File: config.mk
export PLATFORM = sky130hd
export DESIGN_NAME = ddr_word_rx
export DESIGN_NICKNAME = d
export VERILOG_FILES = /design/src/rtl/ddrrx_pkg.sv /design/src/rtl/ddr_word_rx_sfifo.sv /design/src/rtl/ddr_word_rx.sv
export SDC_FILE = /design/constraint.sdc
export NUM_CORES = 1
export LEC_CHECK = 0
export BUFFER_PORTS_ARGS = -buffer_cell sky130_fd_sc_hd__buf_4
export CAP_MARGIN = 20
export CORE_ASPECT_RATIO = 1.1
export CORE_MARGIN = 2
export CORE_UTILIZATION = 65
export CTS_BUF_LIST = sky130_fd_sc_hd__clkbuf_8
export CTS_CLUSTER_DIAMETER = 80
export CTS_CLUSTER_SIZE = 30
export DETAILED_ROUTE_END_ITERATION = 10
export PLACE_DENSITY = 0.84
export REMOVE_ABC_BUFFERS = 1
export SLEW_MARGIN = 5
export SYNTH_ARGS = -nofsm -noshare
export SYNTH_HDL_FRONTEND = slang
export SYNTH_SLANG_ARGS = --single-unit
File: constraint.sdc
create_clock -name i_clk -period 4.65 [get_ports i_clk]
set_clock_uncertainty 0.05 [all_clocks]
set_input_delay 0.2325 -clock i_clk [delete_from_list [all_inputs] [get_ports i_clk]]
set_output_delay 0.2325 -clock i_clk [all_outputs]
set_load 0.01 [all_outputs]
File: src/rtl/ddrrx_pkg.sv
// Shared types and sizing helpers for the DDR receive word assembler.
// Optional DDRRX_BYTESWAP_EN (in ddr_word_rx) reverses byte order at the FIFO input.
package ddrrx_pkg;

  typedef enum logic [1:0] {
    IDLE    = 2'd0,
    LATENCY = 2'd1,
    CAPTURE = 2'd2,
    DRAIN   = 2'd3
  } state_t;

  // Half-samples per assembled word.
  function automatic int halves(input int wordw, input int width);
    return wordw / width;
  endfunction

  // FIFO entry carries the word plus its last-of-frame flag.
  function automatic int entry_w(input int wordw);
    return wordw + 1;
  endfunction

endpackage

File: src/rtl/ddr_word_rx_sfifo.sv
// Synchronous FIFO, depth 2**LG, with full/empty flags and occupancy count.
// A pop on a full FIFO frees the slot for a same-cycle push.
module sfifo #(
  parameter int DW = 33,
  parameter int LG = 2
) (
  input  logic          i_clk,
  input  logic          i_reset,
  input  logic          i_wr,
  input  logic [DW-1:0] i_wdata,
  input  logic          i_rd,
  output logic [DW-1:0] o_rdata,
  output logic          o_full,
  output logic          o_empty,
  output logic [LG:0]   o_count
);

  localparam int DEPTH = 1 << LG;
  localparam logic [LG:0] DEPTH_C = (LG+1)'(DEPTH);

  logic [DW-1:0] mem_r [0:DEPTH-1];
  logic [LG-1:0] wr_ptr_r;
  logic [LG-1:0] rd_ptr_r;
  logic [LG:0]   count_r;
  logic          do_rd_s;
  logic          do_wr_s;

  assign do_rd_s = i_rd && (count_r != (LG+1)'(0));
  assign do_wr_s = i_wr && ((count_r != DEPTH_C) || do_rd_s);

  // Storage array; contents are don't-care until written.
  always_ff @(posedge i_clk) begin
    if (do_wr_s) begin
      mem_r[wr_ptr_r] <= i_wdata;
    end
  end

  // Pointer and occupancy tracking.
  always_ff @(posedge i_clk) begin
    if (i_reset) begin
      wr_ptr_r <= '0;
      rd_ptr_r <= '0;
      count_r  <= '0;
    end else begin
      if (do_wr_s) begin
        wr_ptr_r <= wr_ptr_r + LG'(1);
      end
      if (do_rd_s) begin
        rd_ptr_r <= rd_ptr_r + LG'(1);
      end
      case ({do_wr_s, do_rd_s})
        2'b10:   count_r <= count_r + (LG+1)'(1);
        2'b01:   count_r <= count_r - (LG+1)'(1);
        default: count_r <= count_r;
      endcase
    end
  end

  assign o_rdata = mem_r[rd_ptr_r];
  assign o_full  = (count_r == DEPTH_C);
  assign o_empty = (count_r == (LG+1)'(0));
  assign o_count = count_r;

endmodule

File: src/rtl/ddr_word_rx.sv
// DDR receive word assembler: skips latency cycles, optionally drops one half-sample,
// packs half-samples into words and queues them. DDRRX_BYTESWAP_EN reverses byte order.
module ddr_word_rx
  import ddrrx_pkg::*;
#(
  parameter int WIDTH  = 4,
  parameter int WORDW  = 32,
  parameter int LGFIFO = 2
) (
  input  logic               i_clk,
  input  logic               i_reset,
  input  logic               i_start,
  input  logic [3:0]         i_lat,
  input  logic               i_phase,
  input  logic [7:0]         i_nwords,
  input  logic               i_en,
  input  logic [2*WIDTH-1:0] i_ddr,
  output logic               o_valid,
  input  logic               i_ready,
  output logic [WORDW-1:0]   o_data,
  output logic               o_last,
  output logic               o_busy,
  output logic               o_overflow
);

  // HALVES must be at least 2 so a cycle completes at most one word.
  localparam int HALVES = halves(WORDW, WIDTH);
  localparam int HCW    = $clog2(HALVES + 1);
  localparam int EW     = entry_w(WORDW);

  state_t             state_r, state_s;
  logic [3:0]         lat_r, lat_s;
  logic               first_r, first_s;
  logic [7:0]         wcnt_r, wcnt_s;
  logic [WORDW-1:0]   sr_r, sr_s;
  logic [HCW-1:0]     hcnt_r, hcnt_s;
  logic               push_r, push_s;
  logic [WORDW-1:0]   word_r, word_s;
  logic               last_r, last_s;
  logic               overflow_r;
  logic [WIDTH-1:0]   half_s;
  logic               take_s;
  logic               stop_s;
  logic [WORDW-1:0]   fifo_word_s;
  logic [EW-1:0]      fifo_rdata_s;
  logic               fifo_full_s;
  logic               fifo_empty_s;
  logic [LGFIFO:0]    fifo_count_s;
  logic               pop_s;

  assign pop_s = !fifo_empty_s && i_ready;

  // Frame sequencing and half-sample packing.
  always_comb begin
    state_s = state_r;
    lat_s   = lat_r;
    first_s = first_r;
    wcnt_s  = wcnt_r;
    sr_s    = sr_r;
    hcnt_s  = hcnt_r;
    push_s  = 1'b0;
    word_s  = word_r;
    last_s  = last_r;
    half_s  = '0;
    take_s  = 1'b0;
    stop_s  = 1'b0;
    case (state_r)
      IDLE: begin
        if (i_start) begin
          lat_s   = i_lat;
          first_s = i_phase;
          wcnt_s  = i_nwords;
          hcnt_s  = '0;
          if (i_nwords == 8'd0) begin
            state_s = IDLE;
          end else if (i_lat == 4'd0) begin
            state_s = CAPTURE;
          end else begin
            state_s = LATENCY;
          end
        end else begin
          state_s = IDLE;
        end
      end
      LATENCY: begin
        if (i_en) begin
          lat_s   = lat_r - 4'd1;
          state_s = (lat_r == 4'd1) ? CAPTURE : LATENCY;
        end else begin
          state_s = LATENCY;
        end
      end
      CAPTURE: begin
        if (i_en) begin
          first_s = 1'b0;
          // Upper half first; phase drops the very first upper half of the frame.
          for (int h = 0; h < 2; h++) begin
            half_s = (h == 0) ? i_ddr[2*WIDTH-1:WIDTH] : i_ddr[WIDTH-1:0];
            take_s = !stop_s && !((h == 0) && first_r);
            if (take_s) begin
              sr_s = {sr_s[WORDW-WIDTH-1:0], half_s};
              if (hcnt_s == HCW'(HALVES - 1)) begin
                hcnt_s = '0;
                push_s = 1'b1;
                word_s = sr_s;
                last_s = (wcnt_s == 8'd1);
                wcnt_s = wcnt_s - 8'd1;
                if (wcnt_s == 8'd0) begin
                  stop_s  = 1'b1;
                  state_s = DRAIN;
                end else begin
                  state_s = CAPTURE;
                end
              end else begin
                hcnt_s = hcnt_s + HCW'(1);
              end
            end else begin
              half_s = '0;
            end
          end
        end else begin
          state_s = CAPTURE;
        end
      end
      DRAIN: begin
        // Leave as soon as the FIFO is, or is about to be, empty with nothing pending.
        if (!push_r && (fifo_empty_s ||
                        ((fifo_count_s == (LGFIFO+1)'(1)) && pop_s))) begin
          state_s = IDLE;
        end else begin
          state_s = DRAIN;
        end
      end
      default: begin
        state_s = IDLE;
      end
    endcase
  end

  // State and datapath registers.
  always_ff @(posedge i_clk) begin
    if (i_reset) begin
      state_r <= IDLE;
      lat_r   <= 4'd0;
      first_r <= 1'b0;
      wcnt_r  <= 8'd0;
      sr_r    <= '0;
      hcnt_r  <= '0;
      push_r  <= 1'b0;
      word_r  <= '0;
      last_r  <= 1'b0;
    end else begin
      state_r <= state_s;
      lat_r   <= lat_s;
      first_r <= first_s;
      wcnt_r  <= wcnt_s;
      sr_r    <= sr_s;
      hcnt_r  <= hcnt_s;
      push_r  <= push_s;
      word_r  <= word_s;
      last_r  <= last_s;
    end
  end

  // Sticky overflow: cleared by an accepted start, set when a word finds no room.
  always_ff @(posedge i_clk) begin
    if (i_reset) begin
      overflow_r <= 1'b0;
    end else if ((state_r == IDLE) && i_start) begin
      overflow_r <= 1'b0;
    end else if (push_r && fifo_full_s && !pop_s) begin
      overflow_r <= 1'b1;
    end else begin
      overflow_r <= overflow_r;
    end
  end

`ifdef DDRRX_BYTESWAP_EN
  // First received byte lands in bits [7:0].
  always_comb begin
    fifo_word_s = '0;
    for (int b = 0; b < WORDW / 8; b++) begin
      fifo_word_s[8*b +: 8] = word_r[WORDW-8-8*b +: 8];
    end
  end
`else
  assign fifo_word_s = word_r;
`endif

  sfifo #(
    .DW (EW),
    .LG (LGFIFO)
  ) u_fifo (
    .i_clk   (i_clk),
    .i_reset (i_reset),
    .i_wr    (push_r),
    .i_wdata ({last_r, fifo_word_s}),
    .i_rd    (pop_s),
    .o_rdata (fifo_rdata_s),
    .o_full  (fifo_full_s),
    .o_empty (fifo_empty_s),
    .o_count (fifo_count_s)
  );

  assign o_valid    = !fifo_empty_s;
  assign o_data     = fifo_empty_s ? '0 : fifo_rdata_s[WORDW-1:0];
  assign o_last     = fifo_empty_s ? 1'b0 : fifo_rdata_s[WORDW];
  assign o_busy     = (state_r != IDLE);
  assign o_overflow = overflow_r;

endmodule

Word-level counts from Yosys, hierarchy flattened --
Memory sizes are Yosys's and may differ from the RTL's. A register that Yosys moved wholly into a read port is not among the register bits. Index checks and enable logic that the tools add are counted.
Operators by class: shifts and indexed selects 0, reductions and logical operators 29, $mul 0, multiplexer cells 64, add/subtract/negate cells 9, bitwise gates (word level) 2, $lt $le $gt $ge 0, div/mod/pow operators 0, eq/ne operators 16
Operator list (number):
- 32-bit two-way mux | 5
- 8-bit two-way mux | 8
- 28-bit two-way mux | 2
- 4-bit two-way mux | 10
- 2-bit two-way mux | 13
- 8-bit zero test | 3
- 1-bit two-way mux | 20
- 8-bit by 1-bit equality test with 1-bit output (second input constant) | 2
- 4-bit one-hot mux with 2 select lines | 2
- 8-bit one-hot mux with 2 select lines | 1
- 8-bit by 1-bit subtractor with 8-bit output (second input constant) | 2
- 4-bit by 1-bit adder with 4-bit output (second input constant) | 2
- 4-bit by 3-bit equality test with 1-bit output (second input constant) | 2
- 1-bit logical AND | 8
- 2-bit one-hot mux with 4 select lines | 1
- 2-bit nonzero test | 4
- 2-bit equality test (second input constant) | 3
- 2-bit inequality test (second input constant) | 3
- 3-bit one-hot mux with 2 select lines | 1
- 3-bit AND reduction | 2
- 2-bit by 1-bit adder with 2-bit output (second input constant) | 2
- 2-bit by 1-bit equality test with 1-bit output (second input constant) | 2
- 4-bit by 1-bit equality test with 1-bit output (second input constant) | 1
- 4-bit zero test | 1
- 16 further kinds | 20
Word-level totals: ROM bits 0, flip-flop bits (word level) 89, memory bits (writable) 132, memories 1, output and inout port bits 36, bits in latches 0, logic and storage cells 134, input port bits 26
Memory list:
- u_fifo.mem_r | words 4, bits a word 33, rd ports 1, clocked after memory_dff 1, wr ports 1, RTL line ddr_word_rx_sfifo.sv:21 | logic [DW-1:0] mem_r [0:DEPTH-1];

Longest topological paths before layout --
word-level depth 12, gate-level depth with buffers 13, mapped depth without buffers 11

Modules after synthesis --
Synthesis repeated with hierarchy kept, for this count alone.
Second synthesis, totals: cell total of the unflattened synthesis 933, area, all modules 10575.1 um2
By module, submodules not included:
- sfifo | instances 1, cells an instance 227, seq. area each 4144.0 um2, area an instance 5302.6 um2
- ddr_word_rx | instances 1, cells an instance 706, seq. area each 1641.6 um2, area an instance 5272.6 um2

Worst setup path before layout --
Ideal clock, no wire load.
path kind reg-to-reg, start register hcnt_r[0], end register word_r[12], in the netlist fifo_word_s[12], arrival time 2.615 ns, slack 1.899 ns, stages on the path, launching flop included 12, setup time 0.086 ns, cell sequence dfxtp_1 ha_1 and4bb_2 buf_2 nor2_1 ha_1 and3_1 clkbuf_1 a21oi_2 clkbuf_1 o22ai_1 a211oi_1
Between the ends: word-level cells in the longest chain between the ends 8
Ends and longest elaborated chain:
- start: declaration | RTL line ddr_word_rx.sv:36 | logic [HCW-1:0] hcnt_r, hcnt_s;
- start signal: assignment | RTL line ddr_word_rx.sv:158 | hcnt_r <= hcnt_s;
- 4-bit by 1-bit adder with 4-bit output or 4-bit by 3-bit equality test with 1-bit output (tied branches) | RTL line ddr_word_rx.sv:115, ddr_word_rx.sv:102
- 4-bit two-way mux | RTL line ddr_word_rx.sv:102 | if (hcnt_s == HCW'(HALVES - 1)) begin
- 4-bit two-way mux | RTL line ddr_word_rx.sv:100 | if (take_s) begin
- 4-bit two-way mux | RTL line ddr_word_rx.sv:94 | if (i_en) begin
- 4-bit two-way mux | RTL line ddr_word_rx.sv:67 | case (state_r)
- 4-bit by 3-bit equality test with 1-bit output | RTL line ddr_word_rx.sv:102
- 32-bit two-way mux | RTL line ddr_word_rx.sv:102
- 32-bit two-way mux * | RTL line ddr_word_rx.sv:100
- end signal: assignment | RTL line ddr_word_rx.sv:160 | word_r <= word_s;
- end: declaration | RTL line ddr_word_rx.sv:38 | logic [WORDW-1:0] word_r, word_s;
Every way passes the cells marked *; elsewhere a longest branch is shown, timed or not. The select of a mux whose other input is x is not followed. A chain may end at the register's enable or synchronous reset.

Worst setup path in the final report --
start register state_r[1], end register sr_r[2]
Between the ends: word-level cells in the longest chain between the ends 2
Ends and longest elaborated chain:
- start: declaration | RTL line ddr_word_rx.sv:31 | state_t state_r, state_s;
- start signal: assignment | RTL line ddr_word_rx.sv:153 | state_r <= state_s;
- 2-bit equality test | RTL line ddr_word_rx.sv:67
- 2-bit AND reduction (no source line)
- end signal: assignment | RTL line ddr_word_rx.sv:157 | sr_r <= sr_s;
- end: declaration | RTL line ddr_word_rx.sv:35 | logic [WORDW-1:0] sr_r, sr_s;
No other way between the ends.

==> flow_metrics.env <==
export IMPL_status="complete, no violations"
export IMPL_hold_viol_final=0
export IMPL_globalplace_congestion=0.871
export IMPL_path_max_fanout=43
export IMPL_synth_ff_type="edfxtp_1"
export IMPL_track_usage_pct=25.2
export IMPL_placementRows=47
export IMPL_htreeDepth=1
export IMPL_wl_per_cell_um=18.6
export IMPL_crit_cells=6
export IMPL_cts_setup_buffers=0
export IMPL_post_route_util_pct=72.1
export IMPL_grt_overflow_total=0
export IMPL_final_cell_mix="edfxtp_1, nor2_1, dfxtp_1"
export IMPL_rr_startpoint="state_r[1]"
export IMPL_cts_tree="yes"
export IMPL_synth_area_sq_um=10100
export IMPL_cp_start_kind="flop"
export IMPL_vias=7007
export IMPL_powerDensity_nw_per_um2=332
export IMPL_setup_violations=0
export IMPL_n_antenna_cell=0
export IMPL_r2r_end="sr_r[2]"
export IMPL_crit_arrival_ns=3.77
export IMPL_die_h_um=135
export IMPL_post_cts_resized=0
export IMPL_cts_buffers=11
export IMPL_p_total_mw=3.61
export IMPL_intPower_mw=2.66
export IMPL_worstHoldStart="i_ddr[6]"
export IMPL_p_comb_share_pct=18.7
export IMPL_nets=940
export IMPL_clock_sinks=223
export IMPL_rsz0062_at_grt="no"
export IMPL_worstHoldEndpoint="fifo_word_s[6]"
export IMPL_switching_share_pct=26.3
export IMPL_antenna_found_initial=0
export IMPL_portBuffers=61
export IMPL_die_w_um=123
export IMPL_period_needed_ns=3.36
export IMPL_yosys_warnings=0
export IMPL_finalSetupTns_ns=0
export IMPL_critPathMaxStageDelay_ns=0.81
export IMPL_crit_family="simple AND/OR/NAND/NOR gates"
export IMPL_clockPowerShare_pct=21.6
export IMPL_ios=62
export IMPL_ys_async_sr_fraction_pct=0
export IMPL_syn_inst=865
export IMPL_drive_above_1_share_pct=14.9
export IMPL_grt_pass1_wl_mm=33.7
export IMPL_p_switching_uw=948
export IMPL_grt_start_max_net_pins=95
export IMPL_drt_iter0_drc=494
export IMPL_ys_ff_latch=223
export IMPL_r2r_slack_ns=1.29
export IMPL_routed_via_density=6.40
export IMPL_synth_area_per_cell_sq_um=11.6
export IMPL_dpl_hpwl_mm=13.1
export IMPL_grt_pass1_vias=6787
export IMPL_worst_hold_path_type="input port to flop"
export IMPL_area_delta_synth_final_pct=8.23
export IMPL_synth_area_leaders="edfxtp_1, dfxtp_1, mux4_2"
export IMPL_report_final_slew_viol_count=0
export IMPL_hold_depth=3
export IMPL_path_buf_inv=2
export IMPL_critPathKind="flop to flop"
export IMPL_firstDrtPassIters=5
export IMPL_relSlewSlack_pct=35.7
export IMPL_critPathRequiredTime_ns=5.06
export IMPL_fin_crit_sh_pct=72.3
export IMPL_dieArea_sq_um=16500
export IMPL_end_kind="flop"
export IMPL_start_util_pct=66.6
export IMPL_path_cells="nor2b_1, and2_2, buf_4, nor2_1, a311oi_1, dlygate4sd3_1"
export IMPL_fmax_mhz=297
export IMPL_cts_root_buf="clkbuf_8"
export IMPL_mostFrequentLayoutCell="edfxtp_1"
export IMPL_detail_route_antenna_nets=0
export IMPL_ir_drop_v=0.000193
export IMPL_clk_pin_slew_worst_paths_ns=0.17
export IMPL_route_detailed_drc=0
export IMPL_power_frac_seq_pct=59.7
export IMPL_worstSkewPairLatency_ns=0.49
export IMPL_core_area_sq_um=15100
export IMPL_crit_slowest_cell="and2_2"
export IMPL_maxCapViolCount=0
export IMPL_routed_wl_mm=20.4
export IMPL_synth_edf_count=132
export IMPL_rr_worst_depth=6
export IMPL_power_leakage_nw=3.32
export IMPL_yosysTopAreaCellShare_pct=39.4
export IMPL_seq_area_frac_synth_pct=57.5
export IMPL_yosysTopAreaCell="edfxtp_1"
export IMPL_clock_path_buffers=3
export IMPL_synthDistinctLibCells=63
export IMPL_worst_pin_slew_ns=0.964
==> registers in the layout, indices dropped and copies added (netlist names), named ones only <==
signal           cells
u_fifo.rd_ptr_r      2
u_fifo.o_count       3
o_overflow           1
lat_r                4
state_r              2
last_r               1
wcnt_r               8
push_r               1
sr_r                28
u_fifo.mem_r       132
first_r              1
hcnt_r               4
fifo_word_s         32
u_fifo.wr_ptr_r      2
==> layer usage <==
metal  up-vias  part of all wire, %  track usage, %
li1       3299                    -               -
met1      3442                   40            33.6
met2       233                   53            45.1
met3        33                  4.4            2.07
met4         0                  2.0            6.00
met5         -                    0               0
==> worst min-delay path, stage by stage <==
cell	delay, ns
buf_4	0.13
o22ai_1	0.10
a211oi_1	0.08
==> timing repair <==
| item | in CTS | in global routing |
|---|---|---|
| hold buffers | 12 | 0 |
| hold endpoints to repair | 8 | 0 |
| endpoints found under the setup margin | 0 | 0 |
==> layout make-up <==
| cell class | instances | area [sq um] |
|---|---|---|
| clock inverter | 5 | 31.3 |
| multi-input combinational | 562 | 3960 |
| timing repair buffer | 86 | 679 |
| sequential | 223 | 5790 |
| tap | 196 | 245 |
| inverter | 12 | 45.0 |
| clock buffer | 11 | 151 |
| fill | 1006 | 4220 |
==> through the flow <==
stage / cell area (sq um) / cells / setup slack, ns / hold slack [ns]
after floorplan: 9780 / 797 / 1.45 / 0.252
after global placement: 10600 / 1066 / 1.50 / 0.422
after detailed placement: 10600 / 1066 / 1.32 / 0.430
after CTS: 10900 / 1094 / 1.27 / 0.00869
after global routing: 10900 / 1095 / 1.06 / 0.0405
final: 10900 / 1095 / 1.29 / 0.0212
==> power by group through the flow <==
| stage | clock, mW | combinational [mW] | sequential (mW) |
|---|---|---|---|
| 2_1_floorplan | 0 | 0.367 | 2.19 |
| 3_3_place_gp | 0 | 0.656 | 2.20 |
| 3_5_place_dp | 0 | 0.672 | 2.20 |
| 4_1_cts | 0.796 | 0.687 | 2.16 |
| 5_1_grt | 0.864 | 0.738 | 2.17 |
| 6_report | 0.780 | 0.675 | 2.16 |
==> cells by family after synthesis <==
| kind of cell | count (synthesis) | synth area share (%) |
|---|---|---|
| simple gates | 322 | 16.1 |
| flops | 223 | 57.5 |
| compound gates | 155 | 10.5 |
| buf+inv | 80 | 3.27 |
| mux | 40 | 8.10 |
| xor+xnor | 27 | 2.35 |
| fa+ha+maj | 18 | 2.24 |
==> how the worst max path moves through the flow <==
stage	from	endpoint
floorplan	state_r[1]	fifo_word_s[0]
global placement	first_r	fifo_word_s[25]
detailed placement	hcnt_r[0]	fifo_word_s[5]
CTS	hcnt_r[0]	fifo_word_s[5]
global route	state_r[1]	sr_r[2]
finish	state_r[1]	sr_r[2]
==> synth_stat cells (3+ instances only) <==
cell type  count
edfxtp_1     132
nor2_1       109
dfxtp_1       91
nor3_1        48
clkbuf_1      46
nand2_1       43
a211oi_1      36
and2_1        36
mux4_2        33
o22ai_1       33
nor4_1        24
a21oi_1       23
ha_1          18
xnor2_1       18
o21ai_0       15
inv_1         12
buf_2         11
nand2b_1      11
and3_1         9
buf_1          9
xor2_1         9
a311oi_1       7
nand3_1        7
nor3b_1        7
a31oi_1        6
nand3b_1       6
mux2i_1        5
a22oi_1        4
o31ai_1        4
a211o_1        3
a221oi_1       3
nor2b_1        3
o21ai_1        3
or4_1          3
No activity file was read; power rests on OpenSTA's default activity.
